File: config.mk
export PLATFORM = sky130hd
export DESIGN_NAME = sipo
export DESIGN_NICKNAME = d
export VERILOG_FILES = /design/src/rtl/sipo.sv
export SDC_FILE = /design/constraint.sdc
export NUM_CORES = 1
export LEC_CHECK = 0
export ABC_AREA = 1
export CAP_MARGIN = 30
export CORE_ASPECT_RATIO = 1.2
export CORE_MARGIN = 2
export CORE_UTILIZATION = 25
export DETAILED_ROUTE_END_ITERATION = 7
export MAX_ROUTING_LAYER = met4
export PLACE_DENSITY_LB_ADDON = 0.12
export SLEW_MARGIN = 20
export SYNTH_ARGS = -nofsm -noshare
export SYNTH_HDL_FRONTEND = slang
export SYNTH_SLANG_ARGS = --single-unit
File: constraint.sdc
create_clock -name clk -period 1.6 [get_ports clk]
set_input_delay 0.32 -clock clk [delete_from_list [all_inputs] [get_ports clk]]
set_output_delay 0.32 -clock clk [all_outputs]
set_load 0.02 [all_outputs]
File: src/rtl/sipo.sv
// Serial-in, parallel-out shift register with a frame counter, a registered
// frame output, a one-cycle latch-enable strobe and a cascading serial output.
module sipo #(
    parameter int WIDTH     = 8,
    parameter int MSB_FIRST = 1,
    localparam int CW       = ($clog2(WIDTH) < 1) ? 1 : $clog2(WIDTH)
) (
    input  logic             clk,
    input  logic             rst,
    input  logic             clr,
    input  logic             en,
    input  logic             sin,
    output logic             sout,
    output logic [WIDTH-1:0] out,
    output logic             le,
    output logic [CW-1:0]    count
);

    logic [WIDTH-1:0] sr;
    logic [WIDTH-1:0] sr_next;
    logic [CW-1:0]    cnt;
    logic             last_bit;

    always_comb begin
        sr_next = sr;
        if (MSB_FIRST != 0) begin
            sr_next = {sr[WIDTH-2:0], sin};
        end else begin
            sr_next = {sin, sr[WIDTH-1:1]};
        end
    end

    assign sout     = (MSB_FIRST != 0) ? sr[WIDTH-1] : sr[0];
    assign last_bit = (cnt == CW'(WIDTH - 1));
    assign count    = cnt;

    // The frame register captures sr_next so the completing bit is included.
    always_ff @(posedge clk) begin
        if (rst) begin
            sr  <= '0;
            cnt <= '0;
            out <= '0;
            le  <= 1'b0;
        end else if (clr) begin
            sr  <= '0;
            cnt <= '0;
            le  <= 1'b0;
        end else if (en) begin
            sr <= sr_next;
            if (last_bit) begin
                cnt <= '0;
                out <= sr_next;
                le  <= 1'b1;
            end else begin
                cnt <= cnt + CW'(1);
                le  <= 1'b0;
            end
        end else begin
            le <= 1'b0;
        end
    end

endmodule

==> flow_summary.json, run 1 <==
{
  "syn-cell-area_um2": 777,
  "post_synth_num_cell_types": 11,
  "grt_max_degree": 18,
  "clock-skew-final_ns": 0.000808,
  "final-setup-viol-count": 0,
  "hold_slack_ns": 0.475,
  "first_pass_iters": 4,
  "die_area_um2": 3570,
  "hold-path-cell-count": 2,
  "first_iter_violations": 19,
  "cp_slowest_stage_delay_ns": 0.60,
  "critPathCaptureType": "output port",
  "fillerInstances": 331,
  "worst_slew_pin_slew_ns": 0.305,
  "hold_buffers": 0,
  "grt_setup_unrepaired": "no",
  "power.ir.vdd_worst_v": 0.000326,
  "hold_path.class": "flop to flop",
  "startpoint_class_of_the_critical_path": "flop",
  "grt_pass1_wl_mm": 2.59,
  "routabilityCongestion": 0.677,
  "cell_rows": 22,
  "clock_latency_ns": 0.29,
  "postSynth.topFlopCell": "sky130_fd_sc_hd__dfxtp_1",
  "drive_above_1_share": 0.0407,
  "num-nets-final": 132,
  "run_status": "complete, no violations",
  "floorplan.initialDensity": 0.259,
  "synth_top_cell_by_area": "sky130_fd_sc_hd__dfxtp_1",
  "critPathKind": "flop to output port",
  "cp_num_buf_inv": 1,
  "vias_in_the_first_global_route": 611,
  "grt_antenna_before_repair": 0,
  "gr-total-overflow": 0,
  "antenna_cells_inserted": 0,
  "maxCapViolations": 0,
  "netSwitchingPower_w": 0.000173,
  "cts_resized": 3,
  "cts_tree": "yes",
  "post_synth_inst_count": 105,
  "yosys.cell_count.top_type": "sky130_fd_sc_hd__nand2_1",
  "dr_total_vias": 649,
  "hold_worst_path_end": "sr[7]",
  "port_buffers": 17,
  "htree_num_levels": 1,
  "post_syn_nets": 112,
  "detailed_place_hpwl_mm": 1.03,
  "slowest_stage": "sky130_fd_sc_hd__clkdlybuf4s50_1",
  "synthToLayoutAreaGrowth_pct": 30.6,
  "period_share": 0.966,
  "boundaryPins": 18,
  "final_antenna_net_count": 0,
  "postSynthAreaPerCell_um2": 7.40,
  "finalSetupTns_ns": 0,
  "p_clk_frac": 0.296,
  "post_drt_wl_per_cell_um": 9.34,
  "tritoncts_num_sinks": 20,
  "final-hold-violation-count": 0,
  "die_height_um": 65.1,
  "synth_edf_count": 0,
  "regToRegEndpoint": "out[1]",
  "final.min_clock_period_ns": 1.55,
  "power_frac_seq": 0.648,
  "flip_flop_and_latch_count_after_synthesis": 20,
  "slew_headroom": 0.796,
  "clock_tree.buffer_depth": 2,
  "synthTopCellsByArea": "sky130_fd_sc_hd__dfxtp_1 52%, sky130_fd_sc_hd__nand2_1 16%, sky130_fd_sc_hd__nor2_1 9.2%",
  "cell_family_contributing_the_most_delay_on_the_critical_path": "buffers and inverters",
  "synth_commonest_cells": "34 x sky130_fd_sc_hd__nand2_1, 20 x sky130_fd_sc_hd__dfxtp_1, 19 x sky130_fd_sc_hd__nor2_1",
  "crit_path_cells": "clkdlybuf4s50_1",
  "timing.reg2reg.setup_slack_ns": 0.31,
  "critical_path_required_ns": 1.28,
  "critical_path.reg2reg.startpoint": "count[0]",
  "max_clock_freq_ghz": 0.647,
  "core_um2": 3000,
  "avgViaCountPerCell": 4.08,
  "asyncSetResetFlopFracSynth": 0,
  "cts_buf_count": 3,
  "timing.hold.worst.start": "sr[7]",
  "crit_cells": 1,
  "clock_pin_slew_worst_setup_and_hold_paths_ns": 0.10,
  "synth_top_area_frac": 0.515,
  "path_max_fanout": 2,
  "synth.yosys.warnings": 0,
  "pwr_density_cell_nw_per_um2": 768,
  "power.static_leakage_nw": 0.585,
  "synth_sequential_area_ratio": 0.515,
  "width_of_the_chip_um": 54.9,
  "reg2regPathDepth": 5,
  "drc": 0,
  "postCtsSetupBuffers": 0,
  "internal_power_w": 0.000606,
  "routed_wl_mm": 1.49,
  "netSwitchingFraction": 0.222,
  "maxSlewViolCount": 0,
  "cts-root-buf": "sky130_fd_sc_hd__clkbuf_4",
  "pwr-share-comb": 0.055,
  "gr-usage-all-layers": 0.104,
  "signal_arrival_time_at_the_worst_endpoint_ns": 1.23
}
[cell families after synthesis]
family                     synth area share
buffers and inverters                0.0902
AOI/OAI and AO/OA                    0.0837
adders and majority gates            0.0322
and+or+nand+nor                       0.279
DFF                                   0.515
[sequential cells by signal (all words and copies together) (netlist names)]
name	flops
count	3
out	8
le	1
sr	8
[power by group through the flow]
stage | sequential (W) | combinational [W] | clock [W]
after detailed placement | 0.000517 | 0.0000448 | 0
after floorplan | 0.000518 | 0.0000212 | 0
final | 0.000505 | 0.0000431 | 0.000231
after global routing | 0.000506 | 0.0000488 | 0.000264
after global placement | 0.000517 | 0.0000445 | 0
after CTS | 0.000505 | 0.0000440 | 0.000249
[placed cells by master, fill, tap and decap left out, drive strengths merged]
| cell type | instances |
|---|---|
| a21oi | 11 |
| buf | 1 |
| clkbuf | 3 |
| clkdlybuf4s50 | 7 |
| clkinv | 1 |
| dfxtp | 20 |
| dlygate4sd2 | 3 |
| dlymetal6s2s | 7 |
| ha | 2 |
| inv | 12 |
| nand2 | 34 |
| nand3 | 1 |
| nor2 | 19 |
| o21ai | 2 |
[how the worst max path moves through the flow]
stage	startpoint	endpoint	slack (ns)
floorplan	count[0]	out[4]	0.27
global placement	en	sr[1]	0.13
detailed placement	en	sr[1]	0.14
CTS	out[2]	out[2]	0.02
global route	out[5]	out[5]	0.006
finish	out[5]	out[5]	0.05
[cell type report]
cell class | instances | area (µm²) | area share
clock buffers | 3 | 22.5 | 0.0222
multi-input cells | 69 | 307 | 0.302
flip-flops and latches | 20 | 400 | 0.395
repair buffers | 18 | 191 | 0.189
inverters | 13 | 48.8 | 0.0481
well taps | 36 | 45.0 | 0.0444
[through the flow]
| step | total power (W) | worst slack (ns) | util | std cells | cell area [µm²] |
|---|---|---|---|---|---|
| 2_1_floorplan | 0.000539 | 0.270 | - | 105 | 777 |
| 3_3_place_gp | 0.000561 | 0.133 | 0.326 | 156 | 978 |
| 3_5_place_dp | 0.000562 | 0.136 | 0.326 | 156 | 978 |
| 4_1_cts | 0.000798 | 0.0232 | 0.332 | 159 | 997 |
| 5_1_grt | 0.000819 | 0.00574 | 0.338 | 159 | 1010 |
| 6_report | 0.000779 | 0.0542 | 0.338 | 159 | 1010 |
[layer usage]
metal / track usage / vias to the layer above / share of wire / routed length (µm)
met5: - / - / 0 / 0
met4: 0.0640 / 0 / 0.014 / 21
met3: 0.0207 / 2 / 0.063 / 94
met2: 0.146 / 17 / 0.44 / 650
met1: 0.134 / 274 / 0.48 / 719
li1: - / 356 / - / -
Power figures use the tool's default switching activity.
==> run 2, diff against run 1 <==
Settings changed: GPL_TIMING_DRIVEN set to 1, SLEW_MARGIN 20 to not set.
==> results of run 2 <==
The final DEF is identical to that of run 1; final timing and power are the same.
==> run 3, diff against run 2 <==
Settings changed: CORE_UTILIZATION 25 to 40.
==> flow_summary.json, run 3 (synthesized netlist as in run 1, its figures left out) <==
{
  "run_status": "complete, no violations",
  "hold_slack_ns": 0.473,
  "layout.cells.most_common": "sky130_fd_sc_hd__nand2_1",
  "port_buffers": 17,
  "period_share": 0.965,
  "final.min_clock_period_ns": 1.54,
  "cts-root-buf": "sky130_fd_sc_hd__clkbuf_4",
  "first_pass_iters": 4,
  "clock-skew-final_ns": 0.00614,
  "floorplan.initialDensity": 0.425,
  "final_core_utilization": 0.540,
  "finalSetupTns_ns": 0,
  "cts_tree": "yes",
  "layout_common_cells": "34 x sky130_fd_sc_hd__nand2_1, 20 x sky130_fd_sc_hd__dfxtp_1, 19 x sky130_fd_sc_hd__nor2_1",
  "finalNonFillerCells": 142,
  "power.ir.vdd_worst_v": 0.000510,
  "internal_power_w": 0.000606,
  "grt_antenna_before_repair": 0,
  "pwr_density_cell_nw_per_um2": 777,
  "clock_tree.buffer_depth": 2,
  "avgViaCountPerCell": 4.58,
  "post_drt_wl_per_cell_um": 9.59,
  "num-nets-final": 132,
  "power_frac_seq": 0.658,
  "netSwitchingPower_w": 0.000162,
  "clock_pin_slew_worst_setup_and_hold_paths_ns": 0.10,
  "hold_buffers": 0,
  "tritoncts_num_sinks": 20,
  "gr-total-overflow": 0,
  "die_height_um": 52.3,
  "dr_total_vias": 651,
  "gr-usage-all-layers": 0.145,
  "p_clk_frac": 0.287,
  "core_um2": 1830,
  "critPathCaptureType": "output port",
  "critical_path_required_ns": 1.28,
  "maxCapViolations": 0,
  "cell_family_contributing_the_most_delay_on_the_critical_path": "buffers and inverters",
  "crit_path_cells": "clkdlybuf4s50_1",
  "synthToLayoutAreaGrowth_pct": 27.2,
  "final-hold-violation-count": 0,
  "startpoint_class_of_the_critical_path": "flop",
  "pwr-share-comb": 0.056,
  "grt_max_degree": 18,
  "boundaryPins": 18,
  "slowest_stage": "sky130_fd_sc_hd__clkdlybuf4s50_1",
  "routabilityCongestion": 0.716,
  "detailed_place_hpwl_um": 919,
  "first_iter_violations": 8,
  "antenna_cells_inserted": 0,
  "cp_slowest_stage_delay_ns": 0.60,
  "width_of_the_chip_um": 44.2,
  "final-setup-viol-count": 0,
  "postCtsSetupBuffers": 0,
  "critPathKind": "flop to output port",
  "netSwitchingFraction": 0.211,
  "timing.reg2reg.setup_slack_ns": 0.32,
  "cp_num_buf_inv": 1,
  "htree_num_levels": 1,
  "vias_in_the_first_global_route": 533,
  "cell_rows": 17,
  "dp_cells": 139,
  "drive_above_1_share": 0.0407,
  "signal_arrival_time_at_the_worst_endpoint_ns": 1.22,
  "drc": 0,
  "slew_headroom": 0.799,
  "grt_setup_unrepaired": "no",
  "finalWorstSetupSlack_ns": 0.0557,
  "final_antenna_net_count": 0,
  "die_area_um2": 2310,
  "place_worst_setup_slack_ns": 0.153,
  "worst_slew_pin_slew_ns": 0.301,
  "path_max_fanout": 2,
  "power.static_leakage_nw": 0.548,
  "maxSlewViolCount": 0,
  "grt_pass1_wl_mm": 2.39,
  "max_clock_freq_ghz": 0.648,
  "clock_latency_ns": 0.28,
  "routed_wl_mm": 1.36,
  "hold_path.class": "flop to flop",
  "cts_buf_count": 3
}
run 3: cell count changes in the layout (fill, tap and decap cells not counted), sizes merged:
cell	before	now
clkdlybuf4s50	7	9
dlymetal6s2s	7	5
run 3: repair_timing:
item / 4_1_cts / 5_1_grt
endpoints found under the setup margin: 3 / 5
pin swaps: 0 / 0
gates resized for setup: 3 / 5
run 3: power groups by stage:
stage	combinational [W]	sequential, W	clock (W)
finish	0.0000428	0.000505	0.000220
global route	0.0000484	0.000506	0.000254
CTS	0.0000432	0.000505	0.000231
detailed placement	0.0000440	0.000517	0
global placement	0.0000438	0.000517	0
floorplan	0.0000212	0.000518	0
run 3: metrics by stage:
step / power [W] / area (µm²)
finish: 0.000768 / 988
global route: 0.000808 / 988
CTS: 0.000779 / 976
detailed placement: 0.000561 / 957
global placement: 0.000560 / 957
floorplan: 0.000539 / 777
run 3: worst paths after layout:
check / from / endpoint / cells past startpoint
worst min-delay path: sr[7] / sr[7] / 2
worst max register to register: count[0] / out[4] / 6
worst min register to register: sr[7] / sr[7] / 2
worst max-delay path: out[1] / out[1] / 1
run 3: area by class of cell:
| cell class | count | area [µm²] |
|---|---|---|
| clock buffers | 3 | 22.5 |
| fillers | 181 | 841 |
| inverters | 13 | 48.8 |
| multi-input cells | 69 | 307 |
| flip-flops and latches | 20 | 400 |
| well taps | 19 | 23.8 |
| repair buffers | 18 | 186 |
run 3: layer usage:
metal | share of wire | up-vias | track usage | wire length [µm]
li1 | - | 355 | - | -
met1 | 0.50 | 282 | 0.196 | 684
met2 | 0.44 | 12 | 0.201 | 599
met3 | 0.049 | 2 | 0.0310 | 67
met4 | 0.0073 | 0 | 0.0758 | 10
met5 | 0 | - | - | 0
==> RTL edit: new RTL, flow settings as in run 3 <==
`WIDTH`: 8 -> 16.
--- a/src/rtl/sipo.sv
+++ b/src/rtl/sipo.sv
@@ -3,3 +3,3 @@
 module sipo #(
-    parameter int WIDTH     = 8,
+    parameter int WIDTH     = 16,
     parameter int MSB_FIRST = 1,
Interface: changed (resized count and out); port bits go from 18 to 27. No check against the original RTL was run, so the function may have changed too.
==> RTL edit against run 3 <==
  * Synthesized area increased by 87%
  * Total power increased by 120%
  * Sequential cell count rose by 17
  * Register-to-register slack lost 0.12 ns
  * Wire length is 99% higher
  * Setup slack worse by 0.0017 ns
  * Via count up 90%
  * Clock power increased to 2.9 times the old value
  * Final cell count grew 85%
  * Design area up 90%
  * Largest cell class unchanged
  * Largest power group unchanged
==> RTL edit: results (changes against run 3) <==
<table>
<tr><th>Metric</th><th>Value</th></tr>
<tr><th colspan="2">Route</th></tr>
<tr><td>Total Routed Length</td><td>2.71 mm (was 1.36 mm)</td></tr>
<tr><th colspan="2">Clock network</th></tr>
<tr><td>Number of CTS-inserted buffers</td><td>5 (was 3)</td></tr>
<tr><td>Register clock-pin slew on the reported worst setup and hold paths</td><td>0.07 ns (was 0.10 ns)</td></tr>
<tr><td>Max H-tree Level</td><td>2 (was 1)</td></tr>
<tr><td>CTS root buf</td><td>sky130_fd_sc_hd__clkbuf_8 (was sky130_fd_sc_hd__clkbuf_4)</td></tr>
<tr><th colspan="2">Placement</th></tr>
<tr><td>DP Wirelength</td><td>1.96 mm (was 919 µm)</td></tr>
<tr><td>Worst Setup Slack post-DPL</td><td>0.0531 ns (was 0.153 ns)</td></tr>
<tr><td>Final Wtd Congestion</td><td>0.762 (was 0.716)</td></tr>
<tr><th colspan="2">GRT</th></tr>
<tr><td>Via count of the first global-routing pass</td><td>1222 (was 533)</td></tr>
<tr><td>Wire length of the first global-routing pass</td><td>5.04 mm (was 2.39 mm)</td></tr>
<tr><td>Routing usage on met2</td><td>24.9% (was 20.1%)</td></tr>
<tr><th colspan="2">Synth</th></tr>
<tr><td>Compound-cell area share of the yosys netlist</td><td>12.1% (was 8.37%)</td></tr>
<tr><td>Adder-cell area share of the yosys netlist</td><td>0.861% (was 3.22%)</td></tr>
<tr><td>Synth top area cells</td><td>sky130_fd_sc_hd__dfxtp_1 (51%), sky130_fd_sc_hd__nor2_1 (10%), sky130_fd_sc_hd__nand2_1 (6.5%) (was sky130_fd_sc_hd__dfxtp_1 (52%), sky130_fd_sc_hd__nand2_1 (16%), sky130_fd_sc_hd__nor2_1 (9.2%))</td></tr>
<tr><th colspan="2">Min path</th></tr>
<tr><td>WHS Endpoint</td><td>sr[1]$_SDFFE_PP0P_ (was sr[7]$_SDFFE_PP0P_)</td></tr>
<tr><th colspan="2">Cells and area</th></tr>
<tr><td>Layout fillers</td><td>368 (was 181)</td></tr>
<tr><th colspan="2">Outcome</th></tr>
<tr><td>Status</td><td>complete, no violations (unchanged)</td></tr>
<tr><th colspan="2">Critical path</th></tr>
<tr><td>R2r setup slk</td><td>0.20 ns (was 0.32 ns)</td></tr>
<tr><th colspan="2">STA</th></tr>
<tr><td>WHS</td><td>0.465 ns (was 0.473 ns)</td></tr>
<tr><td>Worst-Margin Slew</td><td>0.359 ns (was 0.301 ns)</td></tr>
</table>
RTL edit: changes by cell type after synthesis, sizes merged, moves of 2 or more:
cell / before / now
nor2: 19 / 42
a21oi: 11 / 18
buf: 3 / 8
inv: 12 / 22
o21ai: 2 / 17
clkbuf: 0 / 2
nand3: 1 / 18
nand2: 34 / 26
dfxtp: 20 / 37
RTL edit: report_power, final:
part | total [µW] | switching, µW | internal, µW
combinational | 118 | 67.8 | 50.0
sequential | 945 | 8.35 | 937
clock | 635 | 294 | 341
RTL edit: worst reg2reg max path, stage by stage, from the launching register on:
cell and delay [ns]:
sky130_fd_sc_hd__dfxtp_1 0.38, sky130_fd_sc_hd__ha_1 0.24, sky130_fd_sc_hd__inv_1 0.09, sky130_fd_sc_hd__nor2_4 0.32, sky130_fd_sc_hd__nand3_1 0.14, sky130_fd_sc_hd__nand2_1 0.09
sky130_fd_sc_hd__nor2_1 0.04
RTL edit: worst max-delay path by stage:
stage                          start               endpoint  slack, ns
3_3_place_gp                      en   out[14]$_SDFFE_PP0P_       0.08
4_1_cts          sr[15]$_SDFFE_PP0P_                   sout       0.05
3_5_place_dp                      en  count[3]$_SDFFE_PP0P_       0.05
2_1_floorplan  count[0]$_SDFFE_PP0P_   out[10]$_SDFFE_PP0P_       0.23
6_report         sr[15]$_SDFFE_PP0P_                   sout       0.05
5_1_grt          sr[15]$_SDFFE_PP0P_                   sout      0.008
RTL edit: layout make-up:
| cell class | count | area [µm²] | area share, % |
|---|---|---|---|
| Inverter | 22 | 82.6 | 4.39 |
| Clock buffer | 7 | 86.3 | 4.59 |
| Multi-Input combinational cell | 123 | 568 | 30.2 |
| Tap cell | 39 | 48.8 | 2.60 |
| Timing Repair Buffer | 34 | 353 | 18.8 |
| Sequential cell | 37 | 741 | 39.4 |
